## src/rtl/ntt_bf_pipe_if.sv

```systemverilog
// Valid/ready bundle for the forward NTT butterfly.
// master drives operands and out_ready; slave is the butterfly.
interface ntt_bf_pipe_if #(
    parameter int N = 9
);
    logic         in_valid;
    logic         in_ready;
    logic [N-1:0] a;
    logic [N-1:0] b;
    logic [N-1:0] w;
    logic         out_valid;
    logic         out_ready;
    logic [N-1:0] x;
    logic [N-1:0] y;
    logic         busy;

    modport master (
        output in_valid, a, b, w, out_ready,
        input  in_ready, out_valid, x, y, busy
    );

    modport slave (
        input  in_valid, a, b, w, out_ready,
        output in_ready, out_valid, x, y, busy
    );
endinterface

```

## src/rtl/ntt_bf_pipe.sv

```systemverilog
// Three-stage Cooley-Tukey butterfly: x = a + b*w, y = a - b*w (mod Q).
// Single global enable stalls the whole pipe when the output is blocked.
module ntt_bf_pipe #(
    parameter int N = 9,
    parameter int Q = 257
) (
    input  logic          clk,
    input  logic          rst_n,
    ntt_bf_pipe_if.slave  bus
);
    localparam logic [N:0]     QS = (N+1)'(Q);
    localparam logic [N-1:0]   QN = N'(Q);
    localparam logic [2*N-1:0] QP = (2*N)'(Q);

    logic           v1, v2, v3;
    logic [2*N-1:0] p1;
    logic [N-1:0]   a1, a2, t2;
    logic [N-1:0]   x3, y3;
    logic           en, take;
    logic [N:0]     s;
    logic [N-1:0]   t_red, x_nxt, y_nxt;

    assign en           = ~v3 | bus.out_ready;
    assign bus.in_ready = en & rst_n;
    assign take         = bus.in_valid & bus.in_ready;

    always_comb begin
        t_red = N'(p1 % QP);
        s     = {1'b0, a2} + {1'b0, t2};
        x_nxt = (s >= QS) ? N'(s - QS) : N'(s);
        // a + Q - t may wrap past 2^N; the final value is still < Q
        y_nxt = (a2 < t2) ? (a2 + QN - t2) : (a2 - t2);
    end

    always_ff @(posedge clk) begin
        if (!rst_n) begin
            v1 <= 1'b0;
            v2 <= 1'b0;
            v3 <= 1'b0;
            p1 <= '0;
            a1 <= '0;
            a2 <= '0;
            t2 <= '0;
            x3 <= '0;
            y3 <= '0;
        end else if (en) begin
            v1 <= take;
            v2 <= v1;
            v3 <= v2;
            if (take) begin
                p1 <= (2*N)'(bus.b) * (2*N)'(bus.w);
                a1 <= bus.a;
            end
            if (v1) begin
                t2 <= t_red;
                a2 <= a1;
            end
            if (v2) begin
                x3 <= x_nxt;
                y3 <= y_nxt;
            end
        end
    end

    assign bus.out_valid = v3;
    assign bus.x         = x3;
    assign bus.y         = y3;
    assign bus.busy      = v1 | v2 | v3;
endmodule
```

## src/flat_wrapper.sv

```systemverilog
// flat-port wrapper written by rule: the top's interface ports become plain ports
module ntt_bf_pipe_flat 
#(
    parameter int N = 9,
    parameter int Q = 257
)
  (clk, rst_n, bus_in_valid, bus_a, bus_b, bus_w, bus_out_ready, bus_in_ready, bus_out_valid, bus_x, bus_y, bus_busy);
  ntt_bf_pipe_if #(.N(N)) bus_i ();
  input  logic clk;
  input  logic rst_n;
  input wire logic [$bits(bus_i.in_valid)-1:0] bus_in_valid;
  input wire logic [$bits(bus_i.a)-1:0] bus_a;
  input wire logic [$bits(bus_i.b)-1:0] bus_b;
  input wire logic [$bits(bus_i.w)-1:0] bus_w;
  input wire logic [$bits(bus_i.out_ready)-1:0] bus_out_ready;
  output wire logic [$bits(bus_i.in_ready)-1:0] bus_in_ready;
  output wire logic [$bits(bus_i.out_valid)-1:0] bus_out_valid;
  output wire logic [$bits(bus_i.x)-1:0] bus_x;
  output wire logic [$bits(bus_i.y)-1:0] bus_y;
  output wire logic [$bits(bus_i.busy)-1:0] bus_busy;
  assign bus_i.in_valid = bus_in_valid;
  assign bus_i.a = bus_a;
  assign bus_i.b = bus_b;
  assign bus_i.w = bus_w;
  assign bus_i.out_ready = bus_out_ready;
  assign bus_in_ready = bus_i.in_ready;
  assign bus_out_valid = bus_i.out_valid;
  assign bus_x = bus_i.x;
  assign bus_y = bus_i.y;
  assign bus_busy = bus_i.busy;
  ntt_bf_pipe #(.N(N), .Q(Q)) u_core (.clk(clk), .rst_n(rst_n), .bus(bus_i));
endmodule
```

## config.mk

```make
export PLATFORM = sky130hd
export DESIGN_NAME = ntt_bf_pipe_flat
export DESIGN_NICKNAME = d
export VERILOG_FILES = /design/src/rtl/ntt_bf_pipe_if.sv /design/src/rtl/ntt_bf_pipe.sv /design/src/flat_wrapper.sv
export SDC_FILE = /design/constraint.sdc
export NUM_CORES = 1
export LEC_CHECK = 0
export BUFFER_PORTS_ARGS = -buffer_cell sky130_fd_sc_hd__buf_2
export CAP_MARGIN = 20
export CORE_UTILIZATION = 65
export CTS_CLUSTER_SIZE = 24
export DETAILED_ROUTE_END_ITERATION = 8
export MAX_ROUTING_LAYER = met4
export PLACE_DENSITY = 0.84
export SETUP_SLACK_MARGIN = 0.1
export SYNTH_ARGS = -nofsm -noshare
export SYNTH_HDL_FRONTEND = slang
export SYNTH_SLANG_ARGS = --single-unit
```

## constraint.sdc

```tcl
create_clock -name clk -period 14.01 [get_ports clk]
set_input_delay 0.7005 -clock clk [delete_from_list [all_inputs] [get_ports clk]]
set_output_delay 0.7005 -clock clk [all_outputs]
set_load 0.05 [all_outputs]
```

== Yosys cells after proc, flatten, opt, wreduce, memory -nomap -nowiden ==
Cells that the tools add are included.

* Register bits: 66
* Latch bits: 0
* Memory bits (writable): 0
* Memory bits (read-only): 0
* Bits of input ports: 31
* Output and inout port bits: 21
* Word-level logic and storage cells: 29
* Memories kept: 0

* $add $sub $neg: 5
* Multiply operators: 1
* Divide/modulo/power cells: 1
* Magnitude comparators: 2
* Equality and inequality tests: 0
* Shift-type cells: 0
* Muxes and demuxes: 2
* Bitwise gates (word level): 6
* Reductions and logical operators: 3

{| class="wikitable"
|+ Operators with widths
! cell !! number
|-
| $mod A18 B9 Y18 const B || 1
|-
| $mul A9 B9 Y18 || 1
|-
| $mux W9 || 2
|-
| $sub A9 B9 Y9 || 2
|-
| $add A9 B9 Y10 || 1
|-
| $ge A10 B9 Y1 const B || 1
|-
| $add A9 B9 Y9 const B || 1
|-
| $lt A9 B9 Y1 || 1
|-
| $sub A9 B9 Y9 const B || 1
|-
| $reduce_and A2 Y1 || 3
|-
| $or A1 B1 Y1 || 3
|-
| $and A1 B1 Y1 || 2
|-
| $not A1 Y1 || 1
|}

== Logic depth before layout (Yosys ltp) ==
* Word-level depth: 5
* Gate-level depth with buffers: 39

== Worst setup path before layout ==
No wires, ideal clock.

* Path kind: register to register
* Start: reg u_core.p1[9]
* End: reg u_core.t2[1]
* Arrival time: 9.175 ns
* Required time: 13.940 ns
* Setup slack: 4.765 ns
* Cell stages (with the launch flop): 36
* Buffers on the path: 4
* Period minus slack after synthesis: 9.245 ns
* Cell sequence: dfxtp_1 -> or4b_1 -> buf_4 -> nor3_2 -> mux2i_1 -> xnor2_2 -> a2bb2oi_1 -> a211o_1 -> or3b_1 -> a221o_1 -> nor4_4 -> a31oi_4 -> or3_1 -> o311a_1 -> buf_6 -> or4b_4 -> o31ai_4 -> and3_1 -> buf_4 -> a41o_1 -> nand2_1 -> xnor2_1 -> ha_1 -> nand4_1 -> nor4b_2 -> a31oi_2 -> buf_4 -> a21oi_1 -> xnor2_2 -> ha_1 -> inv_1 -> a2111oi_0 -> a41oi_2 -> o41ai_1 -> mux2_2 -> a21oi_1

* Word-level cells in the longest chain between the ends: 1

{| class="wikitable"
|+ RTL lines
! item !! RTL line !! source
|-
| start, declared || ntt_bf_pipe.sv:16 || <nowiki>logic [2*N-1:0] p1;</nowiki>
|-
| start signal, assigned || ntt_bf_pipe.sv:51 || <nowiki>p1 <= (2*N)'(bus.b) * (2*N)'(bus.w);</nowiki>
|-
| $mod A18 B9 Y18 || ntt_bf_pipe.sv:28 || <nowiki>t_red = N'(p1 % QP);</nowiki>
|-
| end signal, assigned || ntt_bf_pipe.sv:55 || <nowiki>t2 <= t_red;</nowiki>
|-
| end, declared || ntt_bf_pipe.sv:17 || <nowiki>logic [N-1:0] a1, a2, t2;</nowiki>
|}

No other way between the ends.
A chain may end at the register's enable or synchronous reset.

== Worst setup path in the final report ==
* Start: reg u_core.p1[10]
* End: reg u_core.t2[2]

The elaborated chain is that of the path after synthesis.

==> flow_summary.yaml <==
setup_path:
  cpLargestDelayFamily: "simple AND/OR/NAND/NOR gates"
  cp.arrival_ps: 11370
  cp_max_fo: 13
  cp_slowest_cell: "nor4_2"
  crit_type: "reg2reg"
  critical_path_required_ps: 14200
  cp-end-kind: "register"
  start_kind: "register"
  worst-path-buf-inv: 1
  reg2reg_slack_ps: 2830
  slowest_delay_ps: 780
layout:
  final_common_cell: "nand2_1"
  final_nets: 1394
  antenna_cells: 0
  drive_above_1_share: 0.1010
  area_growth_pct: 5.511
  final_cell_mix: "nand2_1, inv_1, nor2_1"
cts:
  clock_latency_ps: 340
  post_cts_buffers: 0
  cts_max_level: 3
  clock_path_buffers: 2
  clk_pin_slew_ps: 60
  clock-sinks: 66
  cts-resized-gates: 0
  clockRootBuffer: "clkbuf_16"
  hold_buffers: 0
  cts_made_buffers: 9
  cts_tree: "built"
yosys:
  synth_edf_count: 0
  synth-async-reset-ratio: 0
  synth_xor_area_frac: 0.06002
  ys_ff_latch: 66
  syn_nets: 1393
  synth_cell_types: 99
  synth_compound_area_frac: 0.2325
  synth_ff_type: "dfxtp_1"
  synth.yosys.warnings: 0
  synth_area_leaders: "dfxtp_1, fa_1, ha_1, nand2_1, inv_1"
  synth_top_area_cell: "dfxtp_1"
  syn_avg_cell_area_sq_um: 7.648
  synth_mux_area_frac: 0.01726
  ys_seq_area_frac: 0.1402
  synth_simple_gate_area_frac: 0.2544
  synth_top_cell_area_share: 0.1402
  synth_top_family_by_area: "simple AND/OR/NAND/NOR gates"
  synthAdderAreaFrac: 0.2207
  synthesis.area_sq_um: 9423
  synth_cells: 1232
timing:
  max_slew_margin: 0.3659
  slew_viol_final: 0
  tightestPinTransition_ps: 951.2
  min_period_ps: 11180
  setup_tns_ps: 0
  fmax_mhz: 89.43
  finClkSkew_ps: 4.034
  setup_viol: 0
  hold_viol: 0
  fin_crit_sh: 0.7981
  rsz0062_at_grt: "false"
floorplanning:
  io_pins: 52
  die_area_sq_um: 14980
  die_h_um: 122.4
  fp.dieW_um: 122.4
  initial_core_util: 0.6736
  row_count: 43
  coreArea_sq_um: 13990
route:
  route.vias.total: 8847
  remaining_drc_errors: 0
  firstDrtPassIters: 5
  wl_per_cell_um: 16.29
  via_per_inst: 6.239
  drt-initial-drc-count: 811
  routed_wl_mm: 23.10
  ant_nets: 0
global_routing:
  grt_max_degree: 41
  grt_pass1_wl_mm: 38.33
  antenna_found_initial: 0
  first_global_vias: 8275
  grt_remaining_overflow: 0
  grt_use_total: 0.3233
outcome:
  outcome: "complete, no violations"
run:
  drv_cap: 0
placement:
  hpwl_mm: 17.87
  portBuffers: 51
  gp_congestion: 0.9457
hold_path:
  hold_path_class: "reg2reg"
metrics by stage:
| stage | util | setup WS (ps) | hold WS [ps] | cell area (sq um) | instances |
|---|---|---|---|---|---|
| 6_report | 0.7107 | 2828 | 446.2 | 9942 | 1418 |
| 2_1_floorplan | - | 4765 | 432.1 | 9423 | 1232 |
| 4_1_cts | 0.7107 | 3048 | 451.0 | 9942 | 1418 |
| 3_3_place_gp | 0.6884 | 3414 | 435.3 | 9629 | 1402 |
| 5_1_grt | 0.7107 | 2146 | 469.4 | 9942 | 1418 |
| 3_5_place_dp | 0.6884 | 3070 | 443.0 | 9629 | 1402 |
layer usage:
layer,vias to the layer above,global-route usage,wire length [um]
li1,4312,-,-
met1,4192,0.4092,9977
met2,301,0.5449,11400
met3,42,0.03950,1332
met4,0,0.08308,384
met5,-,-,0
registers in the layout, indices dropped and copies added, names as in the netlist:
signal                count
u_core.bus.x              9
u_core.v1                 1
u_core.t2                 9
u_core.a1                 9
u_core.a2                 9
u_core.bus.y              9
u_core.v2                 1
u_core.bus.out_valid      1
u_core.p1                18
layout make-up:
cell class	count	area, sq um
well taps	180	225.2
clock buffers	11	252.7
multi-input cells	991	7396
inverters	113	424.2
flip-flops and latches	66	1321
clock inverters	5	60.06
fillers	1111	4046
repair buffers	52	262.8
synth_stat cells, drive strengths merged (10+ instances only):
cell type    n
nand2      164
inv        113
dfxtp       66
fa          59
a21o        11
a31oi       15
or2         10
o21ai       69
a21oi       74
mux2i       11
or3         13
o21bai      12
nor3        36
buf         16
nand3       35
nor4        11
xnor2       43
ha          71
nor2       100
and3        10
a211oi      22
clkbuf      46
o211ai      19
xor2        19
and2        48
kinds of logic after synthesis:
family,Yosys count
compound gates,308
xor+xnor,62
fa+ha+maj,131
buf+inv,175
flops,66
mux,15
simple gates,475
worst min-delay path: cells and delay by family (launching register included):
family,cells,cell delay (ps)
AOI/OAI and AO/OA,1,50
DFF,1,300
and+or+nand+nor,1,50
path summary, 6_finish.rpt:
check,start,end,cells after the start
worst max-delay path,u_core.p1[10],u_core.t2[2],32
worst min-delay path,u_core.bus.x[4],u_core.bus.x[4],2
worst max register to register,u_core.p1[10],u_core.t2[2],32
worst min register to register,u_core.bus.x[4],u_core.bus.x[4],2
Power is not shown: default switching activity piles up to over one toggle a cycle in this logic, so the estimate is an artifact.
